===== src/rtl/jk_stim_gen_pkg.sv =====
// Shared types and helpers for the JK stimulus generator.
// Mode codes and counter-width helper used by jk_stim_gen and btn_debounce.
package jk_pkg;

    typedef enum logic [1:0] {
        MODE_HOLD = 2'b00,
        MODE_SET  = 2'b01,
        MODE_CLR  = 2'b10,
        MODE_TOG  = 2'b11
    } mode_e;

    // Never returns less than 1 so counters always have a real bit.
    function automatic int unsigned clog2(input int unsigned v);
        int unsigned r;
        r = 0;
        while ((64'd1 << r) < 64'(v)) r++;
        return (r == 0) ? 1 : r;
    endfunction

endpackage


===== src/rtl/jk_stim_gen_btn_debounce.sv =====
// Button conditioner: 2-FF synchroniser, stability counter and a
// registered one-cycle rising-edge flag.
module btn_debounce
    import jk_pkg::*;
#(
    parameter int unsigned DB_CYCLES = 1000000
) (
    input  logic CLK,
    input  logic RST,
    input  logic raw_in,
    output logic stable,
    output logic rise
);

    localparam int unsigned DB_W = clog2(DB_CYCLES);

    logic            sync1;
    logic            sync2;
    logic            stable_d;
    logic [DB_W-1:0] cnt;

    always_ff @(posedge CLK) begin
        if (RST) begin
            sync1    <= 1'b0;
            sync2    <= 1'b0;
            stable   <= 1'b0;
            stable_d <= 1'b0;
            rise     <= 1'b0;
            cnt      <= '0;
        end else begin
            sync1    <= raw_in;
            sync2    <= sync1;
            stable_d <= stable;
            rise     <= stable & ~stable_d;
            // Any agreeing sample restarts the stability window.
            if (sync2 == stable) begin
                cnt <= '0;
            end else if (cnt == DB_W'(DB_CYCLES - 1)) begin
                stable <= sync2;
                cnt    <= '0;
            end else begin
                cnt <= cnt + 1'b1;
            end
        end
    end

endmodule


===== src/rtl/jk_stim_gen.sv =====
// J/K stimulus driver: debounced buttons, 4-mode FSM, STEP strobe and counter.
// Optional AUTO_STEP_EN adds a prescaler that requests steps while SW_AUTO=1.
module jk_stim_gen
    import jk_pkg::*;
#(
    parameter int unsigned DB_CYCLES = 1000000,
    parameter int unsigned AUTO_DIV  = 50000000,
    parameter int unsigned CNT_W     = 8
) (
    input  logic             CLK,
    input  logic             RST,
    input  logic             BTN_STEP,
    input  logic             BTN_MODE,
    input  logic             SW_AUTO,
    output logic             J,
    output logic             K,
    output logic             STEP,
    output logic [1:0]       MODE,
    output logic [CNT_W-1:0] STEP_CNT
);

    logic  step_rise;
    logic  mode_rise;
    logic  unused_step_lvl;
    logic  unused_mode_lvl;
    logic  auto_tick;
    logic  step_req;

    mode_e mode_q;
    mode_e mode_d;
    logic  pend_q;
    logic  pend_d;
    logic  step_d;
    logic  j_d;
    logic  k_d;

    btn_debounce #(.DB_CYCLES(DB_CYCLES)) u_db_step (
        .CLK    (CLK),
        .RST    (RST),
        .raw_in (BTN_STEP),
        .stable (unused_step_lvl),
        .rise   (step_rise)
    );

    btn_debounce #(.DB_CYCLES(DB_CYCLES)) u_db_mode (
        .CLK    (CLK),
        .RST    (RST),
        .raw_in (BTN_MODE),
        .stable (unused_mode_lvl),
        .rise   (mode_rise)
    );

`ifdef AUTO_STEP_EN
    localparam int unsigned AD_W = clog2(AUTO_DIV);

    logic [AD_W-1:0] pre_q;

    assign auto_tick = SW_AUTO && (pre_q == AD_W'(AUTO_DIV - 1));

    always_ff @(posedge CLK) begin
        if (RST || !SW_AUTO) begin
            pre_q <= '0;
        end else if (auto_tick) begin
            pre_q <= '0;
        end else begin
            pre_q <= pre_q + 1'b1;
        end
    end
`else
    logic unused_sw_auto;

    assign unused_sw_auto = SW_AUTO;
    assign auto_tick      = 1'b0;
`endif

    assign step_req = step_rise | auto_tick;

    // A mode change holds back any step by one cycle so the
    // strobe never coincides with a J/K update.
    always_comb begin
        mode_d = mode_q;
        pend_d = 1'b0;
        step_d = 1'b0;
        j_d    = 1'b0;
        k_d    = 1'b0;
        if (mode_rise) begin
            unique case (mode_q)
                MODE_HOLD: mode_d = MODE_SET;
                MODE_SET:  mode_d = MODE_CLR;
                MODE_CLR:  mode_d = MODE_TOG;
                MODE_TOG:  mode_d = MODE_HOLD;
                default:   mode_d = MODE_HOLD;
            endcase
            pend_d = pend_q | step_req;
        end else begin
            step_d = step_req | pend_q;
        end
        unique case (mode_d)
            MODE_HOLD: begin j_d = 1'b0; k_d = 1'b0; end
            MODE_SET:  begin j_d = 1'b1; k_d = 1'b0; end
            MODE_CLR:  begin j_d = 1'b0; k_d = 1'b1; end
            MODE_TOG:  begin j_d = 1'b1; k_d = 1'b1; end
            default:   begin j_d = 1'b0; k_d = 1'b0; end
        endcase
    end

    always_ff @(posedge CLK) begin
        if (RST) begin
            mode_q   <= MODE_HOLD;
            pend_q   <= 1'b0;
            J        <= 1'b0;
            K        <= 1'b0;
            STEP     <= 1'b0;
            STEP_CNT <= '0;
        end else begin
            mode_q <= mode_d;
            pend_q <= pend_d;
            J      <= j_d;
            K      <= k_d;
            STEP   <= step_d;
            if (step_d) begin
                STEP_CNT <= STEP_CNT + 1'b1;
            end
        end
    end

    assign MODE = mode_q;

endmodule


===== config.mk =====
export PLATFORM = sky130hd
export DESIGN_NAME = jk_stim_gen
export DESIGN_NICKNAME = d
export VERILOG_FILES = /design/src/rtl/jk_stim_gen_pkg.sv /design/src/rtl/jk_stim_gen_btn_debounce.sv /design/src/rtl/jk_stim_gen.sv
export SDC_FILE = /design/constraint.sdc
export NUM_CORES = 1
export LEC_CHECK = 0
export CORE_ASPECT_RATIO = 0.8
export CORE_MARGIN = 5
export CORE_UTILIZATION = 50
export DETAILED_ROUTE_END_ITERATION = 12
export GPL_ROUTABILITY_DRIVEN = 0
export PLACE_DENSITY = 0.78
export SYNTH_ARGS = -nofsm -noshare
export SYNTH_HDL_FRONTEND = slang
export SYNTH_SLANG_ARGS = --single-unit

===== constraint.sdc =====
create_clock -name CLK -period 2.8 [get_ports CLK]
set_input_delay 0.56 -clock CLK [delete_from_list [all_inputs] [get_ports CLK]]
set_output_delay 0.56 -clock CLK [all_outputs]
set_load 0.1 [all_outputs]

==> run metrics <==
status finished, final reports clean; total grt overflow 0; CP Capture Type flip-flop; Peak VDD IR around 270 µV; maximum capacitance violations 0; syn nets 305; crit path from u_db_mode.cnt[12]; Layout Skew 0.00736 ns; Comb pwr share 1.3%; Mapped Area 2660 µm²; Clk pin slew, worst setup/hold paths 0.06 ns; clk_lat worst skew ~0.33 ns; Nets 325; crit-path max FO 19; CP top delay family simple AND/OR/NAND/NOR gates; share of layout cells above drive strength 1 between 10% and 20%; area leader, netlist dfxtp_1; ys flop type dfxtp_1; crit path DAT 2.30 ns; height of the die 75.2 µm; TritonRoute pass-1 iters 4; maximum clock frequency 474 MHz; CTS root buf clkbuf_8; Net Sw Frac 20.6%; Worst Tran Pin Value 0.504 ns; Post-synth top cells dfxtp_1, nor2_1, xnor2_1, a21oi_1, nand3_1; synth top area cells dfxtp_1, xnor2_1, nor2_1; Hold Startpoint u_db_mode.stable_d; register bit count reported by yosys 63; Ys Warns 0; Yosys cell types 36; Cell Pwr Density between 500 and 600 nW/µm²; first-pass GRT wire length 8.37 mm; initial antenna violation count 0; Crit Path Category flip-flop to flip-flop; Pint 0.00125 W; Clock Sinks 63; met2 wire length 2.13 mm; die width between 90 and 100 µm; drt drc 0; gr usage total around 15%; Iter 0 DRT Violations about 130; Leakage ~0.93 nW; IO Count 18; final hold vios 0; setup bufs post-CTS 0; Yosys top cell area share 47.4%; CORE AREA 5090 µm²; fin crit share 75.4%; Post-synth EDFFs 0; CP cell instances or4b_1 -> or4_4 -> o21ai_4 -> nor2_1; Clock power frac around 41%; CP peak stage delay just under 0.6 ns; Worst slew margin 66.3%; vias per std cell 5.45; Required @ worst endpoint 2.99 ns; Syn-to-layout area delta 12.5%; DR top layer met4; max-slew violations 0; most common cell in the netlist dfxtp_1; hold_buf cts 0; WL/cell 12.5 µm; Via Count between 2000 and 2500; vias in the first global route 1959; largest net degree at the start of global routing 21; Routed Antenna Nets 0; total CTS buffers 9; Fill cells 460; final hold slack 0.381 ns; Initial Util 52.2%; Max clock buf depth 2; PortBufs 16; synthesized area per cell 9.02 µm²; Crit-path slowest cell or4_4; metal3 WL just over 300 µm; DIE AREA 6890 µm²; WL final approximately 4.8 mm; HP Class flip-flop to flip-flop; Switch Pwr 0.000324 W; fin crit period 2.11 ns; CTS resizes 0; Gate Count Post-Synth between 200 and 300; post-synthesis sequential area ratio 47.4%; # setup viols final 0; Worst setup SP type flip-flop; ant diodes 0; share of synthesized registers carrying an async set or reset 0%; HPWL after DPL 3.39 mm; RSZ-0062 raised after global routing no; met1 wire length 2.29 mm; setup_tns 0 ns; power share of the sequential group a little under three fifths; row count 23; RR Startpoint u_db_mode.cnt[12]; htree depth 3; WP buf/inv 0; CTS tree yes
==> layer usage <==
layer / vias up / global-route usage [%]
met5: - / 0
met4: 0 / 7.36
met3: 5 / 5.29
met2: 48 / 25.9
met1: 957 / 17.7
li1: 1065 / -
==> layout by cell type, fill, tap and decap left out, drive strengths merged, types with 12 or more instances in the layout <==
cell	instances
clkbuf	14
o21ai	12
inv	13
buf	15
a21oi	17
nand2	13
xnor2	23
nand3	15
dfxtp	63
nor2	41
==> layout make-up <==
type | instances | area [µm²] | share of cell area, %
clock buffers | 14 | 153 | 5.10
clock inverters | 1 | 5.00 | 0.167
inverters | 13 | 48.8 | 1.63
multi-input cells | 210 | 1310 | 43.6
flip-flops and latches | 63 | 1260 | 42.1
well taps | 62 | 77.6 | 2.59
repair buffers | 18 | 143 | 4.77
==> metrics by stage <==
step / cells / utilization [%] / worst slack [ns] / cell area (µm²) / power (W)
2_1_floorplan: 295 / - / 0.828 / 2660 / 0.000934
3_3_place_gp: 366 / 55.7 / 0.729 / 2840 / 0.000942
3_5_place_dp: 366 / 55.7 / 0.695 / 2840 / 0.000943
4_1_cts: 381 / 58.8 / 0.686 / 2990 / 0.00159
5_1_grt: 381 / 58.8 / 0.564 / 2990 / 0.00163
6_report: 381 / 58.8 / 0.689 / 2990 / 0.00157
==> final timing paths <==
kind                      end  slack, ns  cells past startpoint
max          u_db_mode.cnt[2]       0.69                      4
min            u_db_mode.rise       0.38                      1
max reg2reg  u_db_mode.cnt[2]       0.69                      4
min reg2reg    u_db_mode.rise       0.38                      1
==> worst register-to-register path: cells and delay by family (launching register included) <==
family,cells,cell delay [ns]
flip-flops,1,0.34
AO/OA/AOI/OAI,1,0.43
AND/OR/NAND/NOR,3,1.20
==> state kept, by name (all words and copies together), names as in the netlist, 2 cells and up <==
name	flops
u_db_mode.cnt	20
STEP_CNT	8
u_db_step.cnt	20
MODE	2
==> power groups by stage <==
stage	Sequential [W]	Clock, W	Combinational (W)
floorplan	0.000921	0	0.0000126
global placement	0.000922	0	0.0000205
detailed placement	0.000922	0	0.0000212
finish	0.000902	0.000650	0.0000210
global route	0.000902	0.000708	0.0000233
CTS	0.000902	0.000669	0.0000212
==> cells by family after synthesis <==
group                    share of synthesized area, %
AO/OA/AOI/OAI                                    8.80
XOR/XNOR                                         10.2
adder cells (fa/ha/maj)                          2.35
buffers and inverters                            3.53
flip-flops                                       47.4
multiplexers                                    0.376
AND/OR/NAND/NOR                                  27.3
Note: power is estimated with default switching activity, not from simulation.
